--- src/rtl/gpu_mem_req_queue.sv ---
// Post-translation shader memory request queue: first-word fall-through FIFO toward memory,
// with faulting requests diverted into a sticky, software-clearable fault record.
module gpu_mem_req_queue #(
  parameter int ADDR_WIDTH = 32,
  parameter int DATA_WIDTH = 32,
  parameter int TAG_WIDTH  = 4,
  parameter int DEPTH      = 8
) (
  input  logic                         clk,
  input  logic                         rst_n,
  input  logic                         i_req_valid,
  output logic                         o_req_ready,
  input  logic [ADDR_WIDTH-1:0]        i_req_addr,
  input  logic                         i_req_error,
  input  logic                         i_req_we,
  input  logic [DATA_WIDTH-1:0]        i_req_wdata,
  input  logic [TAG_WIDTH-1:0]         i_req_tag,
  output logic                         o_mem_valid,
  input  logic                         i_mem_ready,
  output logic [ADDR_WIDTH-1:0]        o_mem_addr,
  output logic                         o_mem_we,
  output logic [DATA_WIDTH-1:0]        o_mem_wdata,
  output logic [TAG_WIDTH-1:0]         o_mem_tag,
  output logic                         o_fault_valid,
  output logic [ADDR_WIDTH-1:0]        o_fault_addr,
  output logic [TAG_WIDTH-1:0]         o_fault_tag,
  output logic [7:0]                   o_fault_count,
  input  logic                         i_fault_clear,
  output logic [$clog2(DEPTH+1)-1:0]   o_count,
  output logic                         o_full,
  output logic                         o_empty
);

  localparam int PW = $clog2(DEPTH);
  localparam int CW = $clog2(DEPTH+1);

  typedef struct packed {
    logic [ADDR_WIDTH-1:0] addr;
    logic                  we;
    logic [DATA_WIDTH-1:0] wdata;
    logic [TAG_WIDTH-1:0]  tag;
  } mem_req_t;

  mem_req_t       mem [DEPTH];
  mem_req_t       in_req;
  mem_req_t       head;
  logic [PW-1:0]  wr_ptr, rd_ptr;
  logic [CW-1:0]  count;
  logic           xfer, push, pop, fault;

  assign o_full      = (count == CW'(DEPTH));
  assign o_empty     = (count == '0);
  assign o_count     = count;
  // Ready depends only on registered occupancy, so a full queue stays
  // closed for the pop cycle and reopens on the following one.
  assign o_req_ready = !o_full;

  assign xfer  = i_req_valid & o_req_ready;
  assign push  = xfer & !i_req_error;
  assign fault = xfer &  i_req_error;
  assign pop   = o_mem_valid & i_mem_ready;

  assign in_req = '{addr: i_req_addr, we: i_req_we, wdata: i_req_wdata, tag: i_req_tag};

  assign head        = mem[rd_ptr];
  assign o_mem_valid = !o_empty;
  assign o_mem_addr  = head.addr;
  assign o_mem_we    = head.we;
  assign o_mem_wdata = head.wdata;
  assign o_mem_tag   = head.tag;

  // Storage is reset so the head outputs read zero out of reset.
  always_ff @(posedge clk or negedge rst_n) begin
    if (!rst_n) begin
      for (int i = 0; i < DEPTH; i++) mem[i] <= '0;
    end else if (push) begin
      mem[wr_ptr] <= in_req;
    end
  end

  always_ff @(posedge clk or negedge rst_n) begin
    if (!rst_n) begin
      wr_ptr <= '0;
      rd_ptr <= '0;
      count  <= '0;
    end else begin
      if (push) wr_ptr <= wr_ptr + PW'(1);
      if (pop)  rd_ptr <= rd_ptr + PW'(1);
      case ({push, pop})
        2'b10:   count <= count + CW'(1);
        2'b01:   count <= count - CW'(1);
        default: count <= count;
      endcase
    end
  end

  // A fault arriving with a clear starts a fresh record rather than being lost.
  always_ff @(posedge clk or negedge rst_n) begin
    if (!rst_n) begin
      o_fault_valid <= 1'b0;
      o_fault_addr  <= '0;
      o_fault_tag   <= '0;
      o_fault_count <= '0;
    end else if (fault && (!o_fault_valid || i_fault_clear)) begin
      o_fault_valid <= 1'b1;
      o_fault_addr  <= i_req_addr;
      o_fault_tag   <= i_req_tag;
      o_fault_count <= 8'd1;
    end else if (fault) begin
      if (o_fault_count != 8'hFF) o_fault_count <= o_fault_count + 8'd1;
    end else if (i_fault_clear) begin
      o_fault_valid <= 1'b0;
      o_fault_count <= '0;
    end
  end

endmodule

--- config.mk ---
export PLATFORM = sky130hd
export DESIGN_NAME = gpu_mem_req_queue
export DESIGN_NICKNAME = d
export VERILOG_FILES = /design/src/rtl/gpu_mem_req_queue.sv
export SDC_FILE = /design/constraint.sdc
export NUM_CORES = 1
export LEC_CHECK = 0
export CELL_PAD_IN_SITES_DETAIL_PLACEMENT = 1
export CELL_PAD_IN_SITES_GLOBAL_PLACEMENT = 1
export CORE_ASPECT_RATIO = 1.2
export CORE_MARGIN = 2
export CORE_UTILIZATION = 35
export CTS_CLUSTER_DIAMETER = 100
export CTS_CLUSTER_SIZE = 30
export DETAILED_ROUTE_END_ITERATION = 16
export GPL_TIMING_DRIVEN = 0
export PLACE_DENSITY = 0.7
export SYNTH_ARGS = -nofsm -noshare
export SYNTH_HDL_FRONTEND = slang
export SYNTH_SLANG_ARGS = --single-unit
--- constraint.sdc ---
create_clock -name clk -period 7.3 [get_ports clk]
set_input_delay 1.46 -clock clk [delete_from_list [all_inputs] [get_ports clk]]
set_output_delay 1.46 -clock clk [all_outputs]
set_load 0.005 [all_outputs]
==> results.ini, run 1 <==
[floorplan]
io_pins = 197
core_mm2 = 0.0764
start_util = 0.353
die_y_um = 308
die_area_mm2 = 0.0794
die_x_um = 258
rows = 111

[setup_path]
cp.buffers_inverters = 3
crit_path_frequent_cell = clkbuf_1
critPathTopFamily = buffers and inverters
ff2ff_path_depth = 6
worst_ep_arrival_time_ns = 3.82
r2r_end = mem[548]$_DFFE_PN0P_
cp-start-kind = register
worstPathCellList = clkbuf_1, clkbuf_1, mux4_2, mux2_2, clkdlybuf4s50_1
required_ns = 5.84
cp_slowest_cell = clkbuf_1
critPathMaxStageDelay_ns = 0.72
reg2reg_slack_ns = 4.02
cp_max_fo = 10
path_class = register to output port
end_kind = output port
r2r_start = o_count[3]$_DFFE_PN0P_

[layout]
fin_nets = 1915
area_growth_pct = 15.5
final_util = 0.408
fillCellCount = 7578
drive_gt1_frac = 0.494

[min_path]
hold_path.class = register to register
holdPathEnd = mem[47]$_DFFE_PN0P_
hp-start = mem[47]$_DFFE_PN0P_
min_delay_path_depth = 1

[yosys]
synth-seq-area-share = 0.563
synthTopCellsByArea = dfrtp_1 (56%), mux2_2 (27%), mux4_2 (12%)
synth_cell_types = 50
synth_async_sr_flop_share = 1.00
synth_edf_count = 0
synth_area_leader_cell = dfrtp_1
synth_area_mm2 = 0.0270
syn_nets = 1685
synth-seq-cells = 607
avgSynthCellArea_um2 = 16.8
synthFlopType = dfrtp_1
ys_warn_count = 0
netlist_instances = 1603
synth_top_cell_area_share = 0.563

[clock_tree]
cts_root_buffer = clkbuf_16
cts_sinks = 607
cts_tree = built
post_cts_buffers = 0
cts_made_buffers = 26
htreeDepth = 1
cts_resized = 0
cts_buffer_depth = 3
insertion_delay_ns = 0.60
hold_buffers = 0
clk_pin_slew_ns = 0.11

[sta]
tns_ns = 0
relSlewSlack = 0.116
slew_viol_final = 0
rsz0062_at_grt = false
fin_crit_sh = 0.723
timing.final.crit_period_ns = 5.28
finalSetupViolCount = 0
tightest_slew_ns = 1.32
hold_viol = 0
max_freq_mhz = 190
skew_ns = 0.0196

[power]
power_frac_seq = 0.417
ir_drop_uv = 248
switchingPower_uw = 4220
sw_frac_of_total = 0.308
p_comb_frac = 0.451
power.leakage_uw = 0.0131
intPower_uw = 9490
clkPwrFrac = 0.131
powerDensity_mw_per_mm2 = 440

[global_routing]
antenna_found_initial = 4
grt_pass1_wl_um = 107000
overflow = 0
grt_max_degree = 126
grt_usage = 0.175
grt_pass1_vias = 17400

[detailed_routing]
drc = 0
viasPerCell = 5.19
drt-initial-drc-count = 575
num_vias = 14900
drt_first_pass_iters = 6
wl_per_cell_um = 24.0
ant_nets = 0
wl_um = 68800

[place]
place_hpwl_um = 47200
io_buffers = 196
gp_congestion = 0.741

[run]
drv_cap = 0

[status]
status = completed

layout by cell type (no fill, tap or decap), types with 2 or more instances in the layout:
master,instances
a21o_1,2
a21oi_1,2
a22o_1,3
and2_1,4
and3_1,2
and4_1,3
buf_1,6
buf_16,5
buf_2,53
buf_4,4
buf_6,6
clkbuf_1,39
clkbuf_16,27
clkdlybuf4s50_1,195
clkinv_2,2
dfrtp_1,607
diode_2,3
ha_1,6
inv_1,8
inv_6,2
inv_8,4
mux2_2,639
mux2_4,20
mux4_2,138
nand2_1,11
nand2b_1,2
nand3_1,4
nand4_1,2
nand4b_1,4
nor2_1,2
nor3_1,2
nor3b_1,2
o21ai_0,3
o22a_1,2
xnor2_1,4
xor2_1,4
through the flow:
stage	power (uW)	cell area [um^2]	setup WS, ns	hold WS, ns	instances
2_1_floorplan	9470	27000	3.96	0.474	1603
3_3_place_gp	11800	30200	-21.01	0.481	2816
3_5_place_dp	12100	30400	2.51	0.490	2822
4_1_cts	14000	31200	1.94	0.516	2862
5_1_grt	14600	31200	1.87	0.527	2865
6_report	13700	31200	2.02	0.510	2865
per-layer routing:
metal | up-vias | global-route usage | wire length (um)
met3 | 62 | 0.0241 | 2160
met1 | 8200 | 0.219 | 28900
met2 | 181 | 0.319 | 36500
met5 | - | 0 | 13
met4 | 2 | 0.0388 | 1250
li1 | 6436 | - | -
power groups by stage:
| stage | logic [uW] | registers (uW) | clock network [uW] |
|---|---|---|---|
| floorplan | 3970 | 5490 | 0 |
| global placement | 6140 | 5680 | 0 |
| detailed placement | 6330 | 5810 | 0 |
| CTS | 6360 | 5730 | 1890 |
| global route | 6670 | 5920 | 2000 |
| finish | 6190 | 5720 | 1800 |
layout make-up:
class | count | area [um^2] | area share
inverter | 9 | 36.3 | 0.00116
timing repair buffer | 202 | 2120 | 0.0679
buffer | 105 | 513 | 0.0165
multi-input combinational | 882 | 11300 | 0.361
clock inverter | 11 | 105 | 0.00337
antenna | 3 | 7.51 | 0.000241
tap | 1017 | 1270 | 0.0408
clock buffer | 29 | 683 | 0.0219
sequential | 607 | 15200 | 0.487
how the worst max path moves through the flow:
stage                           from                      endpoint  slack (ns)  cells after the start
6_report       rd_ptr[1]$_DFFE_PN0P_                o_mem_wdata[0]        2.02                      5
5_1_grt        rd_ptr[0]$_DFFE_PN0P_                  o_mem_tag[3]        1.87                      6
4_1_cts        rd_ptr[1]$_DFFE_PN0P_                o_mem_wdata[0]        1.94                      5
3_5_place_dp             i_req_error          mem[549]$_DFFE_PN0P_        2.51                      6
3_3_place_gp                   rst_n  o_fault_addr[22]$_DFFE_PN0N_      -21.01                      1
2_1_floorplan  rd_ptr[0]$_DFFE_PN0P_                o_mem_addr[12]        3.96                      5
state kept, by name (all words and copies together), names as in the netlist:
| signal | flops |
|---|---|
| mem | 552 |
| o_count | 4 |
| o_fault_addr | 32 |
| o_fault_count | 8 |
| o_fault_tag | 4 |
| o_fault_valid | 1 |
| rd_ptr | 3 |
| wr_ptr | 3 |
cells in the mapped netlist (all sizes together), types with 2 or more instances:
cell    number
inv          9
a21o         2
o21ai        3
xnor2        4
dfrtp      607
buf         68
nor3b        2
and2         4
nor2         4
mux2       659
o22a         2
a22o         3
nand2       11
mux4       138
and3         2
xor2         4
nand2b       2
and4         3
nor3         2
a21oi        2
clkbuf      37
nand4        2
nor4         2
ha           6
nand3        4
nand4b       4
logic make-up (layout without fill, tap and decap cells):
family / after synthesis / count (layout) / synth area share
AOI/OAI and AO/OA: 19 / 19 / 0.00533
xor gates and xnor gates: 8 / 8 / 0.00260
adders and majority gates: 7 / 7 / 0.00352
buffers and inverters: 114 / 356 / 0.0204
DFF: 607 / 607 / 0.563
muxes: 798 / 798 / 0.393
other: 0 / 3 / 0
and+or+nand+nor: 50 / 50 / 0.0122
Note: power is estimated with default switching activity, not from simulation.
==> run 2, diff against run 1 <==
clock period = 5.45 ns   (was 7.3 ns; I/O delays follow)
==> results of run 2 <==
Same layout as run 1 (identical final DEF). Status: completed.
Among the figures that moved: setup slack after placement 2.51 ns -> 1.03 ns; setup slack after layout 2.02 ns -> 0.545 ns; hold slack 0.510 ns -> 0.404 ns; register-to-register setup slack 4.02 ns -> 2.17 ns; total power 13700 uW -> 18400 uW; worst IR drop on VDD 248 uV -> 333 uV
